File: src/rtl/fifo_param_if.sv
// Producer/consumer handshake bundle for fifo_param.
// Pure wiring with no latency of its own.
// The FIFO drives both ready signals, and the peers drive both valid signals.
interface fifo_param_if #(
    parameter int DATA_W = 8
);
    logic              w_valid;
    logic              w_ready;
    logic [DATA_W-1:0] w_data;
    logic              r_valid;
    logic              r_ready;
    logic [DATA_W-1:0] r_data;
    logic              r_data_vld;

    // The slave side is the FIFO. The master side is the producer/consumer pair.
    modport master (
        output w_valid, w_data, r_valid,
        input  w_ready, r_ready, r_data, r_data_vld
    );
    modport slave (
        input  w_valid, w_data, r_valid,
        output w_ready, r_ready, r_data, r_data_vld
    );
endinterface

File: src/rtl/fifo_param.sv
// Parametrised single-clock FIFO with level/threshold flags, flush and optional overwrite-oldest mode.
// Latency: a write becomes poppable on the next cycle, and pop data is registered 1 cycle after the pop.
// Backpressure: w_ready drops when full (OVERWRITE=0) or stays high (OVERWRITE=1); r_ready is high while non-empty.
module fifo_param #(
    parameter int DATA_W    = 8,
    parameter int DEPTH     = 8,
    parameter int AFULL_TH  = 6,
    parameter int AEMPTY_TH = 2,
    parameter bit OVERWRITE = 1'b0
) (
    input  logic                       clk,
    input  logic                       rst_n,
    input  logic                       flush,
    fifo_param_if.slave                bus,
    output logic [$clog2(DEPTH):0]     level,
    output logic                       almost_full,
    output logic                       almost_empty,
    output logic                       dropped
);
    localparam int AW = $clog2(DEPTH);
    localparam int PW = AW + 1;

    logic [DATA_W-1:0] mem [DEPTH];
    logic [PW-1:0]     wp;
    logic [PW-1:0]     rp;
    logic              full;
    logic              w_fire;
    logic              r_fire;
    logic              drop;

    // The extra MSB on each pointer separates full from empty without a separate counter.
    assign level        = wp - rp;
    assign full         = (level == PW'(DEPTH));
    assign almost_full  = (level >= PW'(AFULL_TH));
    assign almost_empty = (level <= PW'(AEMPTY_TH));

    assign bus.r_ready  = (level != '0);
    assign bus.w_ready  = OVERWRITE ? 1'b1 : ~full;

    assign w_fire = bus.w_ready & bus.w_valid;
    assign r_fire = bus.r_ready & bus.r_valid;

    // When a write lands on a full FIFO with no pop, it drops the oldest word by advancing rp.
    assign drop   = OVERWRITE & full & w_fire & ~r_fire;

    always_ff @(posedge clk or negedge rst_n) begin
        if (!rst_n) begin
            mem            <= '{default: '0};
            wp             <= '0;
            rp             <= '0;
            bus.r_data     <= '0;
            bus.r_data_vld <= 1'b0;
            dropped        <= 1'b0;
        end else if (flush) begin
            wp             <= '0;
            rp             <= '0;
            bus.r_data     <= '0;
            bus.r_data_vld <= 1'b0;
            dropped        <= 1'b0;
        end else begin
            if (w_fire) begin
                mem[wp[AW-1:0]] <= bus.w_data;
                wp              <= wp + PW'(1);
            end
            if (r_fire || drop) begin
                rp <= rp + PW'(1);
            end
            // The read uses the pre-edge slot contents, so a same-slot write this cycle is not seen.
            bus.r_data     <= r_fire ? mem[rp[AW-1:0]] : '0;
            bus.r_data_vld <= r_fire;
            dropped        <= drop;
        end
    end
endmodule

File: src/flat_wrapper.sv
// flat-port wrapper written by rule: the top's interface ports become plain ports
module fifo_param_flat 
#(
    parameter int DATA_W    = 8,
    parameter int DEPTH     = 8,
    parameter int AFULL_TH  = 6,
    parameter int AEMPTY_TH = 2,
    parameter bit OVERWRITE = 1'b0
)
  (clk, rst_n, flush, level, almost_full, almost_empty, dropped, bus_w_valid, bus_w_data, bus_r_valid, bus_w_ready, bus_r_ready, bus_r_data, bus_r_data_vld);
  fifo_param_if #(.DATA_W(DATA_W)) bus_i ();
  input  logic clk;
  input  logic rst_n;
  input  logic flush;
  output logic [$clog2(DEPTH):0] level;
  output logic almost_full;
  output logic almost_empty;
  output logic dropped;
  input wire logic [$bits(bus_i.w_valid)-1:0] bus_w_valid;
  input wire logic [$bits(bus_i.w_data)-1:0] bus_w_data;
  input wire logic [$bits(bus_i.r_valid)-1:0] bus_r_valid;
  output wire logic [$bits(bus_i.w_ready)-1:0] bus_w_ready;
  output wire logic [$bits(bus_i.r_ready)-1:0] bus_r_ready;
  output wire logic [$bits(bus_i.r_data)-1:0] bus_r_data;
  output wire logic [$bits(bus_i.r_data_vld)-1:0] bus_r_data_vld;
  assign bus_i.w_valid = bus_w_valid;
  assign bus_i.w_data = bus_w_data;
  assign bus_i.r_valid = bus_r_valid;
  assign bus_w_ready = bus_i.w_ready;
  assign bus_r_ready = bus_i.r_ready;
  assign bus_r_data = bus_i.r_data;
  assign bus_r_data_vld = bus_i.r_data_vld;
  fifo_param #(.DATA_W(DATA_W), .DEPTH(DEPTH), .AFULL_TH(AFULL_TH), .AEMPTY_TH(AEMPTY_TH), .OVERWRITE(OVERWRITE)) u_core (.clk(clk), .rst_n(rst_n), .flush(flush), .bus(bus_i), .level(level), .almost_full(almost_full), .almost_empty(almost_empty), .dropped(dropped));
endmodule
File: config.mk
export PLATFORM = sky130hd
export DESIGN_NAME = fifo_param_flat
export DESIGN_NICKNAME = d
export VERILOG_FILES = /design/src/rtl/fifo_param_if.sv /design/src/rtl/fifo_param.sv /design/src/flat_wrapper.sv
export SDC_FILE = /design/constraint.sdc
export NUM_CORES = 1
export LEC_CHECK = 0
export BUFFER_PORTS_ARGS = -buffer_cell sky130_fd_sc_hd__buf_4
export CORE_MARGIN = 4
export CORE_UTILIZATION = 55
export DETAILED_ROUTE_END_ITERATION = 16
export PLACE_DENSITY = 0.73
export SLEW_MARGIN = 0
export SYNTH_ARGS = -nofsm -noshare
export SYNTH_HDL_FRONTEND = slang
export SYNTH_SLANG_ARGS = --single-unit
export TNS_END_PERCENT = 30
File: constraint.sdc
create_clock -name clk -period 3.8 [get_ports clk]
set_input_delay 0.76 -clock clk [delete_from_list [all_inputs] [get_ports clk]]
set_output_delay 0.76 -clock clk [all_outputs]
set_load 0.02 [all_outputs]
==> summary.txt <==
Critical path
  • Crit path kind: reg2out
  • R2R Setup Slk: 710 ps
  • CP Capture Type: primary output
  • Crit Path Max Fanout: 14
  • Reg2Reg Launch Point: u_core.rp[2]
  • Setup crit end: bus_w_ready
  • R2R Path End: u_core.mem[52]
  • R2R depth: 8
  • WP data required: 3040 ps
  • Critical path startpoint category: flip-flop
  • CP arrival: 2600 ps
  • CP startpoint: u_core.wp[1]

Clocking
  • CTS tree: done
  • Num CTS Buffers: 9
  • CTS root buf: clkbuf_8
  • Worst-path clk slew: 80 ps
  • CTS Hold Bufs: 0
  • Htree depth: 3
  • Clock Latency Late Sink: 350 ps
  • Post-CTS sizing: 0
  • Clk sink count: 81
  • Max Buffers Root-to-Sink: 2
  • Postcts setup bufs: 0

Final layout
  • Share of cells above drive strength 1: 0.466
  • Layout net count: 323
  • Final Cell Area: 4390 um2
  • Antenna cells: 0
  • Syn-to-layout area delta: 13.5%

STA
  • Max Fclk: 0.297 GHz
  • Worst slew margin: 0.342
  • Final worst-path setup slack: 436 ps
  • Slew of the pin with the lowest slew margin: 987 ps
  • Max-slew violations: 0
  • Post-route setup TNS: 0 ps
  • RSZ-0062 raised after global routing: no
  • Fin. Hold Viols: 0
  • Period utilisation layout: 0.885
  • Min Clock Period, post-route: 3360 ps
  • Endpoints failing setup: 0
  • Skew final: 9.71 ps

Min path
  • Hold_sp: u_core.mem[45]
  • Min-Delay Path Class: reg2reg

Yosys
  • Post-synth EDFFs: 0
  • Main synth FF type: dfrtp_1
  • Post-synth cell types: 42
  • Mean post-synth cell area: 14.2 um2
  • Async SR Flop Fraction: 1.00
  • Synth warnings: 0
  • Synthesized Nets: 291
  • Mapped Area: 3860 um2
  • Synth Register Bits: 81
  • Post-synthesis sequential area ratio: 0.525
  • Mapped Cells: 272

GRT
  • Initial antenna violation count: 0
  • First-pass GRT wire length: 12.1 mm
  • Vias in the first global route: 2,323
  • Largest net degree at the start of global routing: 82
  • Overall Global Routing Usage: 0.189
  • Total grt overflow: 0

Route
  • Detailed Route WL: 7.36 mm
  • Routed Antenna Nets: 0
  • Via count: 2,296
  • Wire per inst: 18.2 um
  • Detailed-router iteration count before antenna repair: 4
  • Via/cell ratio: 5.67
  • Drt first-iter violations: 70
  • # DRC: 0

Place
  • Setup WS pre-CTS: 698 ps
  • Number of port buffers: 29
  • DP Wirelength: 4.84 mm
  • GP Congestion: 0.844
  • DP Area: 4170 um2

Pwr
  • Power per Cell Area: 709 nW/um2
  • Max VDD drop: 0.407 mV
  • Leakage: 2.01 nW

Floorplanning
  • Die Area: 8430 um2
  • # IOs: 31
  • Row Count: 30
  • Die height: 91.8 um
  • Initial Utilization: 0.569
  • Core area: 6790 um2
  • Die Width: 91.8 um

Outcome
  • Outcome: finished clean

Job
  • Max-cap violations: 0
-- kinds of logic (layout without fill, tap and decap cells) --
kind of cell	count (synthesis)	count (layout)	synth area share
multiplexers	81	81	0.282
flip-flops	81	81	0.525
XOR/XNOR	5	5	0.0113
AO/OA/AOI/OAI	25	25	0.0382
AND/OR/NAND/NOR	50	50	0.0914
buffers and inverters	23	60	0.0295
other	1	1	0.000971
adder cells (fa/ha/maj)	6	6	0.0214
-- placed cells by master (no fill, tap or decap), types with 2 or more instances in the layout --
cell type and n:
or2_2 2, dfrtp_1 81, inv_1 8, mux2_2 64, ha_1 5, nand3b_1 3
nand4_1 2, nor2_1 3, clkbuf_8 10, clkinv_2 2, nand2b_1 3, a21oi_1 17
xnor2_1 3, bufinv_16 2, xor2_1 2, nand2_1 20, mux4_2 16, buf_4 35
nor3_1 2, and4bb_2 2, nor4b_4 3, o21ai_0 3
-- critical path: stages (launching register included) --
cell	delay, ps
dfrtp_1	700
fa_1	560
nand2b_1	220
nor2_2	210
o21a_4	300
inv_1	100
buf_4	170
-- metal layers --
layer  wire [um]  GRT usage
met3         242     0.0353
met2        3530      0.301
met1        3460      0.257
met5           0          0
met4         125     0.0755
-- worst min-delay path by stage --
| stage | to | slack (ps) | cells after the start |
|---|---|---|---|
| detailed placement | u_core.mem[10] | 490 | 1 |
| global route | u_core.mem[41] | 520 | 1 |
| floorplan | u_core.bus.r_data[0] | 460 | 0 |
| global placement | u_core.mem[8] | 480 | 1 |
| finish | u_core.mem[45] | 510 | 1 |
| CTS | u_core.mem[10] | 510 | 1 |
-- per-stage QoR --
step | cells | hold slack, ps | power (W) | utilization
finish | 405 | 505 | 0.00311 | 0.645
global route | 405 | 518 | 0.00330 | 0.645
CTS | 405 | 509 | 0.00314 | 0.645
detailed placement | 389 | 491 | 0.00245 | 0.613
global placement | 389 | 483 | 0.00242 | 0.613
floorplan | 272 | 464 | 0.00211 | -
-- where the power goes --
group	total, W	switching, W	internal (W)
clock	0.000694	0.000306	0.000387
combinational	0.00120	0.000602	0.000600
sequential	0.00121	0.000123	0.00109
total	0.00311	0.00103	0.00208
-- sequential cells by signal, indices dropped and copies added (netlist names) --
name                   count
u_core.mem                64
u_core.bus.r_data          8
u_core.rp                  4
u_core.wp                  4
u_core.bus.r_data_vld      1
-- layout make-up --
type                       count  area [um2]
timing repair buffer          35         263
fill                         514        2410
tap                           96         120
sequential                    81        2030
multi-input combinational    168        1720
clock buffer                  11         141
inverter                       9        33.8
clock inverter                 5        78.8
-- Yosys cell counts, types with 3 or more instances --
| cell | number | area [um2] |
|---|---|---|
| a21oi_1 | 17 | 85.1 |
| buf_2 | 6 | 30.0 |
| clkbuf_1 | 5 | 18.8 |
| dfrtp_1 | 81 | 2030 |
| ha_1 | 5 | 62.6 |
| inv_1 | 8 | 30.0 |
| mux2_2 | 64 | 721 |
| mux4_2 | 16 | 360 |
| nand2_1 | 20 | 75.1 |
| nand2b_1 | 3 | 18.8 |
| nand3b_1 | 3 | 22.5 |
| nor2_1 | 3 | 11.3 |
| nor4b_4 | 3 | 71.3 |
| o21ai_0 | 3 | 15.0 |
| xnor2_1 | 3 | 26.3 |
Note: power is estimated with default switching activity, not from simulation.
